## config.mk

```make
export PLATFORM = sky130hd
export DESIGN_NAME = mult_share_arb
export DESIGN_NICKNAME = d
export VERILOG_FILES = /design/src/rtl/mult_share_arb.sv
export SDC_FILE = /design/constraint.sdc
export NUM_CORES = 1
export LEC_CHECK = 0
export CAP_MARGIN = 25
export CORE_ASPECT_RATIO = 0.6
export CORE_MARGIN = 1.5
export CORE_UTILIZATION = 36
export CTS_CLUSTER_SIZE = 24
export DETAILED_ROUTE_END_ITERATION = 10
export PLACE_DENSITY = 0.74
export SYNTH_ARGS = -nofsm -noshare
export SYNTH_HDL_FRONTEND = slang
export SYNTH_SLANG_ARGS = --single-unit
```

## constraint.sdc

```tcl
create_clock -name clk -period 2.3 [get_ports clk]
set_input_delay 0.69 -clock clk [delete_from_list [all_inputs] [get_ports clk]]
set_output_delay 0.69 -clock clk [all_outputs]
set_load 0.005 [all_outputs]
```

## src/rtl/mult_share_arb.sv

```systemverilog
// Round-robin arbiter that shares one booth_mult among NREQ requesters.
// Optional watchdog on mult_done is enabled by defining MULT_SHARE_ARB_TIMEOUT_EN.
module mult_share_arb #(
    parameter int WIDTH   = 8,
    parameter int NREQ    = 4,
    parameter int TIMEOUT = 64,
    localparam int IDW    = $clog2(NREQ)
) (
    input  logic                  clk,
    input  logic                  rst,
    input  logic [NREQ-1:0]       req,
    input  logic [NREQ*WIDTH-1:0] req_a,
    input  logic [NREQ*WIDTH-1:0] req_b,
    output logic [NREQ-1:0]       gnt,
    output logic [NREQ-1:0]       rsp_valid,
    output logic [2*WIDTH-1:0]    rsp_m,
    output logic [IDW-1:0]        rsp_id,
    output logic                  rsp_err,
    output logic                  busy,
    output logic                  mult_en,
    output logic [WIDTH-1:0]      mult_a,
    output logic [WIDTH-1:0]      mult_b,
    input  logic                  mult_done,
    input  logic [2*WIDTH-1:0]    mult_m
);

    localparam logic [1:0] ST_IDLE = 2'd0;
    localparam logic [1:0] ST_BUSY = 2'd1;
    localparam logic [1:0] ST_GAP  = 2'd2;

`ifdef MULT_SHARE_ARB_TIMEOUT_EN
    localparam int TW = $clog2(TIMEOUT + 1);
    logic [TW-1:0] tmo_cnt_r;
`endif

    logic [1:0]     state_r;
    logic [IDW-1:0] last_r;
    logic [IDW-1:0] cur_id_r;
    logic           found_s;
    logic [IDW-1:0] sel_s;

    // Round-robin search starting just after the last granted requester.
    always_comb begin
        found_s = 1'b0;
        sel_s   = '0;
        for (int i = 1; i <= NREQ; i++) begin
            if (!found_s && req[(int'(last_r) + i) % NREQ]) begin
                found_s = 1'b1;
                sel_s   = IDW'((int'(last_r) + i) % NREQ);
            end else begin
                sel_s = sel_s;
            end
        end
    end

    // Sequencer FSM and all registered outputs.
    always_ff @(posedge clk) begin
        if (rst) begin
            state_r   <= ST_IDLE;
            last_r    <= IDW'(NREQ - 1);
            cur_id_r  <= '0;
            gnt       <= '0;
            rsp_valid <= '0;
            rsp_m     <= '0;
            rsp_id    <= '0;
            rsp_err   <= 1'b0;
            busy      <= 1'b0;
            mult_en   <= 1'b0;
            mult_a    <= '0;
            mult_b    <= '0;
`ifdef MULT_SHARE_ARB_TIMEOUT_EN
            tmo_cnt_r <= '0;
`endif
        end else begin
            gnt       <= '0;
            rsp_valid <= '0;
            rsp_err   <= 1'b0;
            case (state_r)
                ST_IDLE: begin
                    if (found_s) begin
                        mult_a   <= req_a[int'(sel_s)*WIDTH +: WIDTH];
                        mult_b   <= req_b[int'(sel_s)*WIDTH +: WIDTH];
                        mult_en  <= 1'b1;
                        gnt      <= NREQ'(1'b1) << sel_s;
                        cur_id_r <= sel_s;
                        last_r   <= sel_s;
                        busy     <= 1'b1;
                        state_r  <= ST_BUSY;
`ifdef MULT_SHARE_ARB_TIMEOUT_EN
                        tmo_cnt_r <= '0;
`endif
                    end else begin
                        state_r <= ST_IDLE;
                    end
                end
                ST_BUSY: begin
                    // A done that coincides with the final watchdog count still wins.
                    if (mult_done) begin
                        rsp_m     <= mult_m;
                        rsp_id    <= cur_id_r;
                        rsp_valid <= NREQ'(1'b1) << cur_id_r;
                        mult_en   <= 1'b0;
                        state_r   <= ST_GAP;
                    end
`ifdef MULT_SHARE_ARB_TIMEOUT_EN
                    else if (tmo_cnt_r == TW'(TIMEOUT - 1)) begin
                        rsp_err <= 1'b1;
                        rsp_id  <= cur_id_r;
                        mult_en <= 1'b0;
                        state_r <= ST_GAP;
                    end else begin
                        tmo_cnt_r <= tmo_cnt_r + TW'(1);
                    end
`else
                    else begin
                        mult_en <= 1'b1;
                    end
`endif
                end
                ST_GAP: begin
                    // One idle cycle with en low lets booth_mult re-arm.
                    busy    <= 1'b0;
                    state_r <= ST_IDLE;
                end
                default: begin
                    mult_en <= 1'b0;
                    busy    <= 1'b0;
                    state_r <= ST_IDLE;
                end
            endcase
        end
    end

endmodule

```

# ---- Word-level counts from Yosys, hierarchy flattened
# Index checks and enable logic that the tools add are counted.
dict set report classes {
  bitwise_logic 9
  n_shift 4
  n_lt_le_gt_ge 4
  reduce_logical 17
  n_eq_ne 4
  addsub 4
  n_mux 27
}
# operator count
set op_table {}
lappend op_table {{32-bit by 6-bit variable part select with 8-bit output} 2}
lappend op_table {{3-bit by 4-bit < comparator with 1-bit output, second input constant} 4}
lappend op_table {{1-bit 2-to-1 mux} 15}
lappend op_table {{2-bit 2-to-1 mux} 5}
lappend op_table {{1-bit binary-select mux with 2-bit select} 4}
lappend op_table {{2-bit AND reduction} 4}
lappend op_table {{2-bit OR reduction} 4}
lappend op_table {{1-bit by 2-bit << shifter with 4-bit output, first input constant} 2}
lappend op_table {{3-bit OR reduction} 2}
lappend op_table {{1-bit NOT} 5}
lappend op_table {{2-bit by 1-bit adder with 2-bit output, second input constant} 2}
lappend op_table {{2-bit adder, second input constant} 2}
lappend op_table {{1-bit AND, first input constant} 4}
lappend op_table {{2-bit inequality test, second input constant} 2}
lappend op_table {{2-bit one-hot mux with 2 select lines} 1}
lappend op_table {{1-bit logical AND} 3}
lappend op_table {{1-bit logical NOT} 3}
lappend op_table {{1-bit one-hot mux with 3 select lines} 1}
lappend op_table {{2-bit by 1-bit equality test with 1-bit output, second input constant} 1}
lappend op_table {{2-bit equality test, second input constant} 1}
lappend op_table {{2-bit logical NOT} 1}
lappend op_table {{1-bit one-hot mux with 2 select lines} 1}
dict set report word_totals {
  ff_bits 50
  in_bits 87
  wordCells 80
  out_inout_bits 45
}

# ---- Logic depth before layout (Yosys ltp)
# Gate-level depths: netlist of the first run.
dict set report logic_depth {
  depth_word 18
  depth_mapped 8
}

# ---- Least setup slack after synthesis of the first run
# Ideal clock, no wire load.
dict set report synth_timing {
  path_type {input to register}
  startpoint {input port rst}
  endpoint {register mult_a[5]}
  arrival_time_ps 1820
  setup_time_ps 79
  path_slack_ps 401
  n_path_buf 2
  required_time_ps 2221
  stages 6
  path_cell_list {buf_2 nor4_4 buf_6 nand3_1 mux2_2 o211ai_1}
}
# element line
set synth_lines {}
lappend synth_lines {{start: declaration} 10} ;# input logic rst,
lappend synth_lines {{end signal: assignment} 81} ;# mult_a <= req_a[int'(sel_s)*WIDTH +: WIDTH];
lappend synth_lines {{end: declaration} 21} ;# output logic [WIDTH-1:0] mult_a,

# ---- Final worst setup path of the first run
dict set report layout_timing {
  startpoint {input port req[1]}
  endpoint {register mult_a[1]}
}
dict set report layout_via {
  elab_chain_cells 14
  word_cells_on_any_way 28
}
# element line
set layout_lines {}
lappend layout_lines {{start: declaration} 11} ;# input logic [NREQ-1:0] req,
lappend layout_lines {{1-bit binary-select mux with 2-bit select} 47} ;# if (!found_s && req[(int'(last_r) + i) % NREQ]) begin
lappend layout_lines {{1-bit 2-to-1 mux (implied by the code) (2 in a row)} 47}
lappend layout_lines {{1-bit 2-to-1 mux} 47}
lappend layout_lines {{1-bit logical NOT} 47}
lappend layout_lines {{1-bit logical AND} 47}
lappend layout_lines {{1-bit 2-to-1 mux} 47}
lappend layout_lines {{1-bit logical NOT} 47}
lappend layout_lines {{1-bit logical AND} 47}
lappend layout_lines {{1-bit 2-to-1 mux} 47}
lappend layout_lines {{1-bit logical NOT} 47}
lappend layout_lines {{1-bit logical AND} 47}
lappend layout_lines {{2-bit 2-to-1 mux / 1-bit 2-to-1 mux (equally long branches)} 47}
lappend layout_lines {{32-bit by 6-bit variable part select with 8-bit output / 2-bit AND reduction (equally long branches)} n/a}
# Several ways; a longest one is shown, not always the timed one. The select of a mux whose other input is x is not followed.
# A chain may end at the register's enable or synchronous reset.

==> run metrics, run 1 <==
status=complete, no violations; final setup fails=0; global-route wire length before repair=11600 um; Avg Vias per Cell=5.04; antenna violations before repair=0; TritonCTS clock tree=done; Post-DP Area=4000 um2; global route overflow=0; Startpoint Class=input port; clock transition at the registers of the reported paths=60 ps; Mean Syn Cell Area=9.09 um2; Crit path required time=2510 ps; total CTS buffers=5; WL/cell=14.6 um; antenna violation net count after detailed routing=0; DRT Pass-1 Iters=5; Yosys warnings=0; final instance area=4230 um2; final cell count without fillers=505; Placed Cells=493; mapped cell area=2530 um2; Post-synth EDFFs=0; Worst Setup Path Type=input port to flip-flop; largest net degree at the start of global routing=28; DPL Wire Length=5610 um; Initial Utilization=0.376; number of DRC markers in iteration 0=126; Hold-fix buffers, CTS=0; Setup Skew=4.39 ps; IO buf count=130; vias in the first global route=2385; Max Buffers Root-to-Sink=2; Tmin final=2240 ps; die height=68 um; # diodes=0; H-tree levels=2; top-level I/O count=132; Worst-Skew Late Latency=290 ps; fin crit share=0.973; layout cells sized above 1=0.148; full die area=7570 um2; setup TNS=0 ps; Final Max Tran Viols=0; Sink Count=50; crit path max fanout=9; Placer Congestion=0.744; sequential area share after synthesis=0.395; GRT Resource Usage Total=0.192; Rows=23; # DRC=0; Nets=504; HP Class=flip-flop to flip-flop; total leakage power=1.58 nW; area grow syn2layout=66.9%; Root Driver=clkbuf_16; flop and latch count out of synthesis=50; syn_nets=366; post-detailed-routing wire length=7390 um; Core Footprint=6730 um2; crit end category=flip-flop; final hold vios=0; Critical Path AT=2450 ps; Post-Synthesis Cells=279; Max-Cap Viols=0; Main synth FF type=dfxtp_1; routed vias=2544; Async SR Flop Fraction=0; die width=111 um; Yosys cell types=41; fmax=0.447 GHz; maximum vdd drop=333 uV; pwr dens=630 nW/um2
-- sequential cells by signal (all words and copies together), names as in the netlist --
register / cells
busy: 1
cur_id_r: 2
gnt: 4
last_r: 2
mult_a: 8
mult_b: 8
mult_en: 1
rsp_id: 2
rsp_m: 16
rsp_valid: 4
state_r: 2
-- final timing paths --
path | start | to | slack (ps) | depth (start not counted)
worst min-delay path | rsp_m[11]$_SDFFE_PP0N_ | rsp_m[11]$_SDFFE_PP0N_ | 460 | 2
worst max register to register | last_r[1]$_SDFFE_PP1P_ | mult_a[1]$_SDFFE_PP0P_ | 480 | 5
worst min register to register | rsp_m[11]$_SDFFE_PP0N_ | rsp_m[11]$_SDFFE_PP0N_ | 460 | 2
worst max-delay path | req[1] | mult_a[1]$_SDFFE_PP0P_ | 60 | 7
-- routing by layer --
metal / up-vias / wire, um / part of all wire / track usage
li1: 1251 / - / - / -
met1: 1201 / 3290 / 0.45 / 0.239
met2: 84 / 3530 / 0.48 / 0.330
met3: 8 / 486 / 0.066 / 0.0638
met4: 0 / 75 / 0.010 / 0.0459
met5: - / 0 / 0 / 0
-- through the flow --
step / hold WS (ps) / setup WS (ps) / total power, mW / util
6_report: 457 / 61.6 / 2.66 / 0.628
5_1_grt: 478 / -3.63 / 2.81 / 0.628
4_1_cts: 458 / 37.4 / 2.66 / 0.617
3_5_place_dp: 449 / -453 / 1.92 / 0.595
3_3_place_gp: 442 / -391 / 1.90 / 0.595
2_1_floorplan: 441 / 401 / 1.49 / -
-- logic make-up (layout without fill, tap and decap cells) --
group | after synthesis | count (layout) | share of synthesized area
flops | 50 | 50 | 0.395
mux | 17 | 17 | 0.0711
other cells | 1 | 1 | 0.00148
compound gates | 53 | 53 | 0.201
buf+inv | 23 | 162 | 0.0676
simple gates | 135 | 135 | 0.264
-- layout by cell type (no fill, tap or decap), drive strengths merged, types with 2 or more instances in the layout --
cell	instances
buf	21
o211ai	8
dlymetal6s2s	3
clkdlybuf4s50	127
a21oi	28
nor2	13
a311oi	8
clkinv	2
nor4	3
mux2i	9
nor3	4
dfxtp	50
clkbuf	6
nand3	16
nand3b	2
o21ai	2
nand2	83
mux2	8
and4	8
clkinvlp	2
-- cell usage after synthesis, types with 4 or more instances --
| cell type | n | area, um2 |
|---|---|---|
| buf_6 | 4 | 45.0 |
| and4_1 | 8 | 70.1 |
| a311oi_4 | 8 | 210 |
| nor2_1 | 12 | 45.0 |
| buf_4 | 4 | 30.0 |
| mux2_2 | 8 | 90.1 |
| clkbuf_1 | 5 | 18.8 |
| buf_2 | 6 | 30.0 |
| nand3_1 | 16 | 80.1 |
| nand2_1 | 83 | 312 |
| dfxtp_1 | 50 | 1000 |
| mux2i_1 | 9 | 90.1 |
| o211ai_1 | 8 | 60.1 |
| a21oi_1 | 27 | 135 |
-- critical path, cell delays in order --
cell	delay [ps]
clkdlybuf4s50_1	490
and2b_1	220
a21oi_2	140
o221a_2	330
buf_12	160
mux2_2	340
o211ai_1	70
-- layout make-up --
class	count	area, um2
Inverter	2	11.3
Fill cell	580	2500
Clock buffer	5	125
Multi-Input combinational cell	206	1370
Sequential cell	50	1000
Timing Repair Buffer	152	1590
Clock inverter	3	21.3
Tap cell	87	109
-- where the power goes --
part           leakage (nW)  internal, mW  total, mW  switching [mW]
clock network        0.0698         0.403      0.726           0.323
registers             0.411         0.959       1.02          0.0645
logic                  1.10         0.541      0.914           0.373
total                  1.58          1.90       2.66           0.761
-- timing repair --
action	CTS	global route
pin swaps	0	2
gates cloned	0	1
resized for setup	1	6
setup endpoints to repair	10	17
setup buffers	0	3
Note: power is estimated with default switching activity, not from simulation.
==> inputs of run 2 (changes only) <==
--- a/config.mk
+++ b/config.mk
@@ -5,13 +5,14 @@
 export SDC_FILE = /design/constraint.sdc
 export NUM_CORES = 1
 export LEC_CHECK = 0
+export ABC_AREA = 1
 export CAP_MARGIN = 25
 export CORE_ASPECT_RATIO = 0.6
 export CORE_MARGIN = 1.5
 export CORE_UTILIZATION = 36
 export CTS_CLUSTER_SIZE = 24
 export DETAILED_ROUTE_END_ITERATION = 10
-export PLACE_DENSITY = 0.74
+export PLACE_DENSITY = 0.75
 export SYNTH_ARGS = -nofsm -noshare
 export SYNTH_HDL_FRONTEND = slang
 export SYNTH_SLANG_ARGS = --single-unit
==> constraint.sdc (replaced) <==
create_clock -name clk -period 2 [get_ports clk]
set_input_delay 0.6 -clock clk [delete_from_list [all_inputs] [get_ports clk]]
set_output_delay 0.6 -clock clk [all_outputs]
set_load 0.005 [all_outputs]
==> run metrics, run 2 <==
Crit path required time=2190 ps (was 2510 ps); hold path cells=2 (unchanged); GRT Resource Usage Total=0.219 (was 0.192); global route overflow=0 (unchanged); largest net degree at the start of global routing=17 (was 28); final hold vios=0 (unchanged); register area=1010 um2 (was 1000 um2); Max-Cap Viols=0 (unchanged); die width=115 um (was 111 um); Worst-Skew Late Latency=280 ps (was 290 ps); vias in the first global route=3043 (was 2385); DRT Pass-1 Iters=4 (was 5); Startpoint Class=input port (unchanged); clock transition at the registers of the reported paths=70 ps (was 60 ps); Mean Syn Cell Area=6.47 um2 (was 9.09 um2); Nets=651 (was 504); final setup margin=88.2 ps (was 61.6 ps); Post-Synthesis Cells=419 (was 279); Worst path most repeated cell=nand2_2; H-tree levels=2 (unchanged); Post-synth top cells=nand2_1, nand3_1, inv_1 (was nand2_1, dfxtp_1, a21oi_1); commonest cells after routing, fill and taps aside=nand2_1, clkdlybuf4s50_1, nand3_1 (was clkdlybuf4s50_1, nand2_1, dfxtp_1); Initial Utilization=0.373 (was 0.376); Yosys cell types=26 (was 41); crit path max fanout=8 (was 9); Sink Count=50 (unchanged); utilization after layout=0.632 (was 0.628); sequential area share after synthesis=0.369 (was 0.395); # diodes=0 (unchanged); antenna violations before repair=0 (unchanged); Post-synth EDFFs=0 (unchanged); layout cells sized above 1=0.154 (was 0.148); die height=70.2 um (was 68 um); # DRC=0 (unchanged); Top reg by flops=rsp_m (unchanged); DPL Wire Length=6510 um (was 5610 um); FF-to-FF End=mult_b[5]$_SDFFE_PP0P_ (was mult_a[1]$_SDFFE_PP0P_); Critical Path Slowest Stage Cell=dlygate4sd2_1 (was clkdlybuf4s50_1); Final Max Tran Viols=0 (unchanged); fmax=0.523 GHz; antenna violation net count after detailed routing=0 (unchanged); hold endpoint=mult_b[5]$_SDFFE_PP0P_ (was rsp_m[11]$_SDFFE_PP0N_); Rows=24 (was 23); area grow syn2layout=69.5% (was 66.9%); routed vias=3155 (was 2544); total CTS buffers=5 (unchanged); fin crit share=0.956; status=complete, no violations (unchanged); worst slack, placed=-424 ps (was -453 ps); hold_sp=mult_b[5]$_SDFFE_PP0P_ (was rsp_m[11]$_SDFFE_PP0N_); flop and latch count out of synthesis=50 (unchanged); Worst Setup Path Type=input port to flip-flop (unchanged); post-detailed-routing wire length=8740 um (was 7390 um); Area contributors post-synth=dfxtp_1, nand2_1, nand3_1 (was dfxtp_1, nand2_1, a311oi_4); worst reg2reg path depth=14 (was 5); Placer Congestion=0.885 (was 0.744); post-synth top area share=0.369 (was 0.395); Setup Skew=4.81 ps (was 4.39 ps); Critical Path AT=2100 ps (was 2450 ps); HP Class=flip-flop to flip-flop (unchanged); CP max stage delay=240 ps (was 490 ps); setup TNS=0 ps (unchanged); Avg Vias per Cell=4.72 (was 5.04); WL/cell=13.1 um (was 14.6 um); Tmin final=1910 ps; fill cell count=653 (was 580); global-route wire length before repair=14400 um (was 11600 um); max reg flops=16 (unchanged); total leakage power=2.14 nW (was 1.58 nW); crit end category=flip-flop (unchanged); final setup fails=0 (unchanged); Largest regs=rsp_m x16, mult_a x8, mult_b x8 (unchanged); Async SR Flop Fraction=0 (unchanged); Max Buffers Root-to-Sink=2 (unchanged); syn_nets=506 (was 366); Hold-fix buffers, CTS=0 (unchanged); maximum vdd drop=791 uV (was 333 uV); Yosys warnings=0 (unchanged); full die area=8080 um2 (was 7570 um2); WHS=455 ps (was 457 ps); top-level I/O count=132 (unchanged); FF-to-FF setup slack=110 ps (was 480 ps); IO buf count=130 (unchanged); area of the multi-input gates=1430 um2 (was 1370 um2); FF-to-FF Start=last_r[0]$_SDFFE_PP1P_ (was last_r[1]$_SDFFE_PP1P_); Core Footprint=7270 um2 (was 6730 um2); most common cell after layout, fill and taps aside=nand2_1 (was clkdlybuf4s50_1); mapped cell area=2710 um2 (was 2530 um2); post-synth top area cell=dfxtp_1 (unchanged); crit-path cells=dlygate4sd2_1, nand2_1, nand2_2, nand2_2, nand2_4, inv_4, nand2_2, nand2_2, nand3_4, buf_12, buf_16, nand2_2, nand3_2, nand3_2, nand2_1 (was clkdlybuf4s50_1, and2b_1, a21oi_2, o221a_2, buf_12, mux2_2, o211ai_1); Root Driver=clkbuf_16 (unchanged); number of DRC markers in iteration 0=262 (was 126); most numerous cell in the Yosys netlist=nand2_1 (unchanged); pwr dens=1570 nW/um2 (was 630 nW/um2); TritonCTS clock tree=done (unchanged); Final Power=7.21 mW (was 2.66 mW); Main synth FF type=dfxtp_1 (unchanged)
run 2: changes by cell type after synthesis, sizes merged, moves of 9 or more:
cell	previous run	this run
inv	1	59
mux2i	9	0
nand2	83	163
nand3	16	83
run 2: worst max path at each step:
| stage | start | endpoint | slack [ps] | cells past startpoint |
|---|---|---|---|---|
| finish | req[2] | mult_b[5]$_SDFFE_PP0P_ | 90 | 15 |
| global route | req[3] | mult_b[5]$_SDFFE_PP0P_ | -10 | 15 |
| floorplan | req[2] | last_r[0]$_SDFFE_PP1P_ | 210 | 13 |
| CTS | req[3] | mult_a[7]$_SDFFE_PP0P_ | 30 | 15 |
| global placement | req[3] | last_r[1]$_SDFFE_PP1P_ | -390 | 13 |
| detailed placement | req[0] | mult_b[1]$_SDFFE_PP0P_ | -420 | 15 |
run 2: what timing repair did:
item,CTS,global route
hold endpoints to repair,0,0
resized for setup,17,21
pin swaps,6,18
buffers inserted,2,2
gates cloned,2,0
setup endpoints to repair,23,18
run 2: layout make-up:
class                      instances  area share
clock buffer                       7      0.0310
tap                              104      0.0283
sequential                        50       0.219
multi-input combinational        289       0.312
inverter                          59      0.0498
clock inverter                     1     0.00109
timing repair buffer             159       0.359
run 2: power by group:
part	leakage [nW]	switching, mW	internal, mW
sequential	0.411	0.164	1.27
clock	0.0739	0.354	0.497
combinational	1.65	2.52	2.41
total	2.14	3.04	4.17
run 2: metrics by stage:
| stage | instance area (um2) | instances |
|---|---|---|
| 2_1_floorplan | 2710 | 419 |
| 3_3_place_gp | 4270 | 656 |
| 3_5_place_dp | 4270 | 656 |
| 4_1_cts | 4530 | 668 |
| 5_1_grt | 4590 | 669 |
| 6_report | 4590 | 669 |
run 2: cells by family after synthesis:
kind of cell	count (synthesis)	synth area share
AOI/OAI and AO/OA	25	0.0545
DFF	50	0.369
and+or+nand+nor	263	0.439
other	1	0.00138
buffers and inverters	80	0.136
run 2: worst max-delay path, delay by kind of cell:
family	cells	cell delay [ps]
buf+inv	4	620
simple gates	11	900
run 2: layer usage:
metal / track usage / part of all wire / wire length [um]
met1: 0.305 / 0.46 / 4060
met2: 0.343 / 0.43 / 3790
met5: 0 / 0 / 0
met4: 0.0302 / 0.0056 / 49
met3: 0.0677 / 0.096 / 841
